===== src/rtl/hrange_consumer.sv =====
// hrange_consumer: starts one hrange child per request, sums and counts its yields, holds the result for the parent.
// Optional HRANGE_CONSUMER_SAT_EN: clamp the sum on signed overflow instead of wrapping.
module hrange_consumer #(
  parameter int TIMEOUT = 1024
) (
  input  logic               _clock,
  input  logic               _reset,
  input  logic signed [31:0] base,
  input  logic signed [31:0] limit,
  input  logic signed [31:0] step,
  input  logic               _start,
  input  logic               _wait,
  output logic signed [31:0] _0,
  output logic        [31:0] _1,
  output logic               _ovf,
  output logic               _err,
  output logic               _ready,
  output logic               _valid,
  output logic signed [31:0] c_base,
  output logic signed [31:0] c_limit,
  output logic signed [31:0] c_step,
  output logic               c_start,
  output logic               c_wait,
  input  logic signed [31:0] c_0,
  input  logic               c_valid,
  input  logic               c_ready
);

  typedef enum logic [1:0] {IDLE, CALL, COLLECT, RESULT} state_t;

  localparam logic [31:0] TIMEOUT_W = 32'(TIMEOUT);

  state_t             state;
  logic        [31:0] idle_cnt;
  logic        [31:0] idle_inc;
  logic signed [31:0] add_res;
  logic signed [31:0] sum_next;
  logic               add_ovf;

  assign c_wait   = 1'b0;
  assign idle_inc = idle_cnt + 32'd1;

  always_comb begin
    add_res  = _0 + c_0;
    add_ovf  = (_0[31] == c_0[31]) && (add_res[31] != _0[31]);
    sum_next = add_res;
`ifdef HRANGE_CONSUMER_SAT_EN
    // Clamp toward the sign both addends share.
    if (add_ovf) sum_next = _0[31] ? {1'b1, 31'd0} : {1'b0, {31{1'b1}}};
`endif
  end

  always_ff @(posedge _clock or posedge _reset) begin
    if (_reset) begin
      state    <= IDLE;
      idle_cnt <= '0;
      _0       <= '0;
      _1       <= '0;
      _ovf     <= 1'b0;
      _err     <= 1'b0;
      _ready   <= 1'b1;
      _valid   <= 1'b0;
      c_base   <= '0;
      c_limit  <= '0;
      c_step   <= '0;
      c_start  <= 1'b0;
    end else begin
      case (state)
        IDLE: begin
          if (_start) begin
            c_base   <= base;
            c_limit  <= limit;
            c_step   <= step;
            _0       <= '0;
            _1       <= '0;
            _ovf     <= 1'b0;
            _err     <= 1'b0;
            idle_cnt <= '0;
            _ready   <= 1'b0;
            c_start  <= 1'b1;
            state    <= CALL;
          end
        end
        CALL: begin
          c_start <= 1'b0;
          state   <= COLLECT;
        end
        COLLECT: begin
          if (c_valid) begin
            _0       <= sum_next;
            _1       <= _1 + 32'd1;
            idle_cnt <= '0;
            if (add_ovf) _ovf <= 1'b1;
          end
          // A final value arriving with c_ready is accumulated above before leaving.
          if (c_ready) begin
            _valid <= 1'b1;
            state  <= RESULT;
          end else if (!c_valid) begin
            if ((TIMEOUT != 0) && (idle_inc == TIMEOUT_W)) begin
              _err   <= 1'b1;
              _valid <= 1'b1;
              state  <= RESULT;
            end else begin
              idle_cnt <= idle_inc;
            end
          end
        end
        RESULT: begin
          if (!_wait) begin
            _valid <= 1'b0;
            _ready <= 1'b1;
            state  <= IDLE;
          end
        end
        default: state <= IDLE;
      endcase
    end
  end

endmodule


===== config.mk =====
export PLATFORM = sky130hd
export DESIGN_NAME = hrange_consumer
export DESIGN_NICKNAME = d
export VERILOG_FILES = /design/src/rtl/hrange_consumer.sv
export SDC_FILE = /design/constraint.sdc
export NUM_CORES = 1
export LEC_CHECK = 0
export CORE_AREA = 2 2 145 218
export DETAILED_ROUTE_END_ITERATION = 16
export DIE_AREA = 0 0 147 220
export HOLD_SLACK_MARGIN = 0.12
export PLACE_DENSITY_LB_ADDON = 0.12
export SLEW_MARGIN = 25
export SYNTH_ARGS = -nofsm -noshare
export SYNTH_HDL_FRONTEND = slang
export SYNTH_SLANG_ARGS = --single-unit

===== constraint.sdc =====
create_clock -name _clock -period 7.58 [get_ports _clock]
set_clock_uncertainty 0.1 [all_clocks]
set_input_delay 1.516 -clock _clock [delete_from_list [all_inputs] [get_ports _clock]]
set_output_delay 1.516 -clock _clock [all_outputs]
set_load 0.01 [all_outputs]

==> results of run 1 <==
synth_stat cells, types with 4 or more instances:
| cell type | number |
|---|---|
| and4_1 | 4 |
| o21a_1 | 5 |
| a21oi_1 | 43 |
| o22a_1 | 5 |
| and2_1 | 8 |
| buf_2 | 7 |
| clkbuf_1 | 37 |
| mux2_2 | 99 |
| o21bai_1 | 4 |
| a211oi_1 | 5 |
| nand2b_1 | 9 |
| o31ai_1 | 7 |
| nor4_1 | 9 |
| and3_1 | 19 |
| xor2_1 | 25 |
| inv_1 | 19 |
| dfrtp_1 | 198 |
| nor2b_1 | 9 |
| nor3_1 | 25 |
| a22o_1 | 8 |
| or3_1 | 15 |
| a311oi_1 | 4 |
| ha_1 | 37 |
| a21o_1 | 11 |
| nand4_1 | 19 |
| xnor2_1 | 40 |
| nor2_1 | 76 |
| a22oi_1 | 5 |
| o211ai_1 | 5 |
| nand2_1 | 99 |
| a31oi_1 | 11 |
| o21ai_0 | 72 |
| a211o_1 | 4 |
| nand3_1 | 30 |
power groups by stage:
stage / registers [mW] / clock network, mW / logic, mW
after global placement: 1.71 / 0 / 2.66
after global routing: 1.76 / 0.981 / 2.89
after floorplan: 1.86 / 0 / 1.27
final: 1.70 / 0.901 / 2.64
after CTS: 1.71 / 0.934 / 2.69
after detailed placement: 1.72 / 0 / 2.67
final cells by class:
cell class,count,area (um^2),area share
Tap cell,405,507,0.0349
Timing Repair Buffer,307,3050,0.210
Antenna cell,3,7.51,0.000517
Multi-Input combinational cell,765,5340,0.368
Sequential cell,199,4980,0.343
Clock buffer,18,439,0.0302
Inverter,19,78.8,0.00543
Clock inverter,13,121,0.00836
layer usage:
metal	vias up	routed length (um)
li1	4281	-
met1	4351	12000
met2	242	17400
met3	47	2230
met4	2	810
met5	-	13
cell families after synthesis:
kind of cell,after synthesis,share of synthesized area
DFF,199,0.472
other,1,0.000355
adders and majority gates,38,0.0457
and+or+nand+nor,340,0.162
muxes,103,0.110
AOI/OAI and AO/OA,218,0.133
xor gates and xnor gates,65,0.0539
buffers and inverters,65,0.0243
stage by stage:
stage / std cells / hold slack [ns] / setup slack [ns]
after floorplan: 1029 / 0.351 / 0.540
after global placement: 1695 / 0.386 / 2.86
after detailed placement: 1695 / 0.385 / 2.81
after CTS: 1726 / 0.396 / 3.27
after global routing: 1729 / 0.420 / 2.90
final: 1729 / 0.388 / 3.25
state kept, by name (all words and copies together), names as in the netlist:
name      flops
_0           32
_ready        1
_ovf          1
_err          1
c_step       32
c_base       32
c_limit      32
state         2
_valid        1
idle_cnt     32
c_start       1
_1           32
how the worst max path moves through the flow:
stage / start / cells past startpoint / to
after global placement: c_0[0] / 12 / _0[24]$_DFFE_PP0P_
final: idle_cnt[3]$_DFFE_PP0P_ / 9 / idle_cnt[16]$_DFFE_PP0P_
after global routing: c_0[0] / 12 / _0[26]$_DFFE_PP0P_
after detailed placement: c_0[0] / 12 / _0[26]$_DFFE_PP0P_
after floorplan: _reset / 1 / _0[0]$_DFFE_PP0P_
after CTS: c_0[0] / 12 / _0[26]$_DFFE_PP0P_
==> results.cfg, run 1 <==
[critical_path]
cp_slowest_stage_delay_ns = 0.94
criticalPathCategory = register to register
crit_chain = nand3_1, nor2_1, nand4_1, mux2_2, o2111ai_1, nor4_4, nand2b_1, nor3_1, o22a_1
path_buf_inv = 0
path_max_fanout = 17
rrSetupSlack_ns = 3.25
r2r-end = idle_cnt[16]$_DFFE_PP0P_
cp-start-kind = register
worstSetupEndpointType = register
cp_slowest_cell = nor4_4
reg2reg_depth = 9
worst_r2r_startpoint = idle_cnt[3]$_DFFE_PP0P_
worstPathRequired_ns = 7.82
cp.arrival_ns = 4.57
path_delay_family = simple AND/OR/NAND/NOR gates

[clock_tree]
cts_max_path_buffers = 2
clockRootBuffer = clkbuf_16
post_cts.repair.setup_buffers = 0
cts_resized = 0
numCtsBuffers = 17
clk_latency_ns = 0.45
cts_tree = built
cts.sinks = 199
path_clk_slew_ns = 0.08
cts-hold-fix-buffers = 0
h-tree-depth = 4

[global_routing]
grt_pass1_wl_mm = 50.8
grt_pass1_vias = 9228
gr-usage-met2 = 0.372
antenna_found_initial = 4
use_met3 = 0.0687
grt_usage = 0.202
grt_max_degree = 105
grt-ovfl-total = 0
busiest_layer = met2
met1_usage = 0.213

[power]
clockPowerShare = 0.172
p_int_mw = 3.29
power_mw = 5.25
peakVddDrop_mv = 0.225
netSwitchingFraction = 0.373
p_leak_nw = 6.00
p_sw_mw = 1.95
power_density_mw_per_mm2 = 361
pwr-share-comb = 0.503
power_frac_seq = 0.325

[worst_hold_path]
hold_start = idle_cnt[30]$_DFFE_PP0P_
worstHoldEndpoint = idle_cnt[30]$_DFFE_PP0P_
min_path_cells = 1
hold_class = register to register

[timing]
layout_min_cycle_time_ns = 4.33
tns_ns = 0
maxSlewViolCount = 0
setup_viol = 0
timing.fmax_ghz = 0.231
hold_violations = 0
maxSlewHeadroom = 0.324
tightest_slew_ns = 1.01
fin_crit_sh = 0.571
rsz0062_at_grt = false

[final_layout]
area_growth_syn_to_layout_pct = 37.5
finish.utilization = 0.474
final_cell_mix = 298 x clkdlybuf4s50_1, 198 x dfrtp_1, 99 x mux2_2
num-nets-final = 1481
fin_area_mm2 = 0.0145
nFillCells = 2920
final_common_cell = clkdlybuf4s50_1
final_layout_size_suffix_gt1_frac = 0.120

[routing]
remaining_drc_errors = 0
dr.pass1.iters = 6
via_count = 8923
wl_per_cell_um = 18.7
ant_nets = 0
routed_wirelength_mm = 32.4
vias_per_cell = 5.16
dr.first_iter.drc_count = 367

[floorplanning]
io-pin-count = 300
start_util = 0.345
fp.dieH_um = 220
num_rows = 79
dieArea_mm2 = 0.0323
core_area_mm2 = 0.0306
die_w_um = 147

[job]
cap_violations = 0

[yosys]
synth-edff-count = 0
synthCells = 1029
synthDistinctLibCells = 70
syn_nets = 1201
netlist_area_mm2 = 0.0106
async_flop_share = 1.00
yosysWarningCount = 0
synth_flop_cell = dfrtp_1
yosys.area.top_type = dfrtp_1
ys_ff_latch = 199
syn_area_per_cell_um2 = 10.3
yosysTopAreaCellShare = 0.469
synth_area_leaders = dfrtp_1 47%, mux2_2 11%, ha_1 4.4%
ys_seq_area_frac = 0.472

[placement]
place_area_mm2 = 0.0140
dp_hpwl_mm = 24.3
routabilityCongestion = 0.855
numPortBuffers = 298

[status]
status = complete, no violations
Note: power is estimated with default switching activity, not from simulation.
==> run 2, diff against run 1 <==
- clock period: 7.58 -> 3.75 ns (I/O delays scaled with it)
==> run 2 against run 1 <==
  * Die area unchanged
  * Core utilization up 1.0 points
  * Worst setup slack worse by 2.9 ns
  * Largest cell class unchanged
==> results.cfg, run 2 (synthesis gave the netlist of run 1 again) <==
[global_routing]
antenna_found_initial = 2
grt-ovfl-total = 0
grt_max_degree = 49
grt_pass1_wl_mm = 52.4
grt_pass1_vias = 9130
grt_usage = 0.210

[critical_path]
cp.arrival_ns = 3.65
cp-start-kind = register
reg2reg_depth = 9
rrSetupSlack_ns = 0.34
worstPathRequired_ns = 3.99
worst_r2r_startpoint = idle_cnt[4]$_DFFE_PP0P_
criticalPathCategory = register to register
setup.worst_path.start = idle_cnt[4]$_DFFE_PP0P_
r2r-end = state[1]$_DFFE_PP0P_
critPathCapture = state[1]$_DFFE_PP0P_
path_max_fanout = 9
worstSetupEndpointType = register

[floorplanning]
dieArea_mm2 = 0.0323
die_w_um = 147
num_rows = 79
io-pin-count = 300
start_util = 0.345
core_area_mm2 = 0.0306
fp.dieH_um = 220

[placement]
place_inst = 1735
place_area_mm2 = 0.0143
routabilityCongestion = 0.882
numPortBuffers = 298
dp_hpwl_mm = 26.1

[clock_tree]
clockRootBuffer = clkbuf_16
cts.sinks = 199
cts_max_path_buffers = 2
h-tree-depth = 4
post_cts.repair.setup_buffers = 0
cts_resized = 0
path_clk_slew_ns = 0.08
cts_tree = built
cts-hold-fix-buffers = 0
clk_latency_ns = 0.46
numCtsBuffers = 17

[timing]
layout_min_cycle_time_ns = 3.41
rsz0062_at_grt = false
setup_viol = 0
maxSlewViolCount = 0
timing.fmax_ghz = 0.293
tns_ns = 0
hold_violations = 0
fin_crit_sh = 0.909
maxSlewHeadroom = 0.456
tightest_slew_ns = 0.807

[routing]
dr.first_iter.drc_count = 320
dr.pass1.iters = 4
wl_per_cell_um = 19.1
remaining_drc_errors = 0
ant_nets = 0
via_count = 9041
vias_per_cell = 5.12
routed_wirelength_mm = 33.8

[final_layout]
final_common_cell = clkdlybuf4s50_1
area_growth_syn_to_layout_pct = 40.5
instances_no_fill = 1767
final_cell_mix = 298 x clkdlybuf4s50_1, 198 x dfrtp_1, 99 x mux2_2
finish.utilization = 0.484
num-nets-final = 1521
final_layout_size_suffix_gt1_frac = 0.143
fin_area_mm2 = 0.0148
multi_input_area_mm2 = 0.00534
nFillCells = 2933
seq_area_mm2 = 0.00498

[power]
p_int_mw = 6.73
pwr-share-comb = 0.511
power_frac_seq = 0.321
netSwitchingFraction = 0.372
clockPowerShare = 0.168
power_mw = 10.7
peakVddDrop_mv = 0.484
p_leak_nw = 6.20
p_sw_mw = 3.99
power_density_mw_per_mm2 = 722

[status]
status = complete, no violations

[job]
cap_violations = 0

[worst_hold_path]
hold_class = register to register
[run 2: worst min path at each step]
stage                                   from  depth (start not counted)  slack [ns]                        to
floorplan           idle_cnt[30]$_DFFE_PP0P_                          1        0.35  idle_cnt[30]$_DFFE_PP0P_
global placement            _ovf$_DFFE_PP0P_                          1        0.37          _ovf$_DFFE_PP0P_
detailed placement          _ovf$_DFFE_PP0P_                          1        0.38          _ovf$_DFFE_PP0P_
CTS                 idle_cnt[30]$_DFFE_PP0P_                          1        0.40  idle_cnt[30]$_DFFE_PP0P_
global route        idle_cnt[30]$_DFFE_PP0P_                          1        0.41  idle_cnt[30]$_DFFE_PP0P_
finish              idle_cnt[30]$_DFFE_PP0P_                          1        0.39  idle_cnt[30]$_DFFE_PP0P_
[run 2: metrics by stage]
step	hold WS (ns)	worst slack, ns
2_1_floorplan	0.351	0.326
3_3_place_gp	0.373	0.0470
3_5_place_dp	0.377	0.0142
4_1_cts	0.395	0.321
5_1_grt	0.414	0.133
6_report	0.391	0.341
[run 2: cell type report]
type,count,share of cell area
clock buffers,23,0.0329
flip-flops and latches,199,0.336
diodes,1,0.000169
repair buffers,347,0.228
well taps,405,0.0341
clock inverters,8,0.00447
inverters,19,0.00506
multi-input cells,765,0.359
[run 2: power groups by stage]
stage / clock network [mW] / registers, mW / logic, mW
2_1_floorplan: 0 / 3.75 / 2.56
3_3_place_gp: 0 / 3.45 / 5.52
3_5_place_dp: 0 / 3.49 / 5.53
4_1_cts: 1.86 / 3.46 / 5.56
5_1_grt: 1.93 / 3.55 / 5.96
6_report: 1.80 / 3.45 / 5.48
[run 2: per-layer routing]
metal / vias to the layer above / global-route usage / routed length [um]
met5: - / 0 / 7
met4: 2 / 0.0622 / 628
met3: 37 / 0.0596 / 1990
met2: 214 / 0.397 / 18400
met1: 4424 / 0.227 / 12700
li1: 4364 / - / -
[run 2: critical path, cell delays in order (launching register included)]
cell     delay (ns)
dfrtp_1        0.48
nand3_1        0.19
buf_4          0.20
nor4_1         0.33
xnor2_1        0.19
nand4_1        0.15
or4_4          0.57
o41a_1         0.44
a211o_1        0.35
mux2_4         0.30
==> run 3, diff against run 2 <==
- CTS_BUF_LIST: unset -> sky130_fd_sc_hd__clkbuf_8
- GPL_TIMING_DRIVEN: unset -> 0
==> run 3 against run 2 <==
  * Routed wire length is 0.75% lower
  * Fmax is 5.3% lower
  * Global-route usage rose by 0.056 points
  * Clock power fell by 10%
  * Count of clock-buffer cells in the layout down 3
  * Cell count grew 0.40%
  * Sequential power about the same
  * Sequential cell count is the same
  * Highest routed layer unchanged
==> results.cfg, run 3 (synthesis gave the netlist of run 1 again) <==
[clock_tree]
cts-hold-fix-buffers = 0
cts_tree = built
clk_latency_ns = 0.50
cts.sinks = 199
cts_max_path_buffers = 2
path_clk_slew_ns = 0.12
h-tree-depth = 4
clockRootBuffer = clkbuf_8
numCtsBuffers = 17

[power]
netSwitchingFraction = 0.379
peakVddDrop_mv = 0.407
power_density_mw_per_mm2 = 713
p_int_mw = 6.51
power_frac_seq = 0.328
p_leak_nw = 6.07
clockPowerShare = 0.155
p_sw_mw = 3.97
pwr-share-comb = 0.517

[critical_path]
critPathCapture = state[1]$_DFFE_PP0P_
reg2reg_depth = 9
path_max_fanout = 10
r2r-end = state[1]$_DFFE_PP0P_
worstSetupEndpointType = register
criticalPathCategory = register to register
worstPathRequired_ns = 4.03
worst_r2r_startpoint = idle_cnt[3]$_DFFE_PP0P_
cp.arrival_ns = 3.88
cp-start-kind = register
rrSetupSlack_ns = 0.15
setup.worst_path.start = idle_cnt[3]$_DFFE_PP0P_

[timing]
tightest_slew_ns = 0.868
hold_slack_ns = 0.395
rsz0062_at_grt = false
timing.fmax_ghz = 0.278
fin_crit_sh = 0.960
maxSlewViolCount = 0
hold_violations = 0
maxSlewHeadroom = 0.415
setup_ws_ns = 0.150
layout_min_cycle_time_ns = 3.60
setup_viol = 0

[global_routing]
met1_usage = 0.227
grt_pass1_vias = 9444
grt-ovfl-total = 0
grt_usage = 0.211
antenna_found_initial = 4
grt_max_degree = 30
grt_pass1_wl_mm = 52.7
use_met3 = 0.0702
gr-usage-met2 = 0.373
busiest_layer = met2

[routing]
wl_per_cell_um = 18.9
vias_per_cell = 5.17
remaining_drc_errors = 0
dr.first_iter.drc_count = 376
via_count = 9167
ant_nets = 0
dr.pass1.iters = 7
routed_wirelength_mm = 33.5

[floorplanning]
dieArea_mm2 = 0.0323
io-pin-count = 300
start_util = 0.345
die_w_um = 147
fp.dieH_um = 220
num_rows = 79
core_area_mm2 = 0.0306

[final_layout]
num-nets-final = 1525
final_common_cell = clkdlybuf4s50_1
fin_area_mm2 = 0.0147
final_cell_mix = 298 x clkdlybuf4s50_1, 198 x dfrtp_1, 99 x nand2_1, 99 x mux2_2, 75 x nor2_1
nFillCells = 2938
final_layout_size_suffix_gt1_frac = 0.122
area_growth_syn_to_layout_pct = 39.2

[worst_hold_path]
hold_class = register to register

[placement]
dp_hpwl_mm = 26.4
numPortBuffers = 298
dp_slack_ns = -0.285
place_area_mm2 = 0.0142
routabilityCongestion = 0.886

[job]
cap_violations = 0

[status]
status = complete, no violations
run 3: metal layers:
layer / up-vias / share of wire
met2: 272 / 0.52
met3: 67 / 0.068
met4: 2 / 0.041
met5: - / 0.00039
met1: 4442 / 0.38
li1: 4384 / -
run 3: repair_timing:
action                     CTS  global route
buffers inserted             0             0
resized for setup            0             7
setup endpoints to repair    0            28
run 3: metrics by stage:
stage | cells | utilization | setup TNS [ns] | power (mW)
floorplan | 1029 | - | 0 | 6.31
global placement | 1732 | 0.459 | -316.82 | 8.87
detailed placement | 1739 | 0.464 | -4.43 | 8.94
CTS | 1771 | 0.479 | 0 | 10.6
global route | 1774 | 0.480 | 0 | 11.2
finish | 1774 | 0.480 | 0 | 10.5
run 3: power groups by stage:
stage / Combinational (mW) / Clock, mW / Sequential (mW)
6_report: 5.42 / 1.62 / 3.44
5_1_grt: 5.92 / 1.77 / 3.56
4_1_cts: 5.48 / 1.69 / 3.45
3_5_place_dp: 5.45 / 0 / 3.49
3_3_place_gp: 5.42 / 0 / 3.45
2_1_floorplan: 2.56 / 0 / 3.75
run 3: area by class of cell:
cell class	count	area (um^2)	share of cell area
clock inverter	12	194	0.0132
multi-input combinational	765	5350	0.364
sequential	199	4980	0.339
buffer	46	186	0.0127
antenna	3	7.51	0.000511
inverter	19	75.1	0.00511
clock buffer	20	275	0.0187
timing repair buffer	305	3130	0.213
tap	405	507	0.0345
run 3: worst min path at each step:
stage | from | endpoint | slack [ns] | depth (start not counted)
2_1_floorplan | idle_cnt[30]$_DFFE_PP0P_ | idle_cnt[30]$_DFFE_PP0P_ | 0.35 | 1
3_3_place_gp | _ovf$_DFFE_PP0P_ | _ovf$_DFFE_PP0P_ | 0.37 | 1
3_5_place_dp | _ovf$_DFFE_PP0P_ | _ovf$_DFFE_PP0P_ | 0.37 | 1
4_1_cts | idle_cnt[30]$_DFFE_PP0P_ | idle_cnt[30]$_DFFE_PP0P_ | 0.40 | 1
5_1_grt | idle_cnt[30]$_DFFE_PP0P_ | idle_cnt[30]$_DFFE_PP0P_ | 0.43 | 1
6_report | idle_cnt[30]$_DFFE_PP0P_ | idle_cnt[30]$_DFFE_PP0P_ | 0.40 | 1
run 3: critical path: stages (launching register included):
cell and delay [ns]:
dfrtp_1 0.39, clkbuf_1 0.33, nand4_1 0.36, nor3_1 0.40, nand3_1 0.15, a22oi_1 0.29
o2111ai_1 0.27, o41a_1 0.52, a211o_1 0.38, mux2_4 0.30
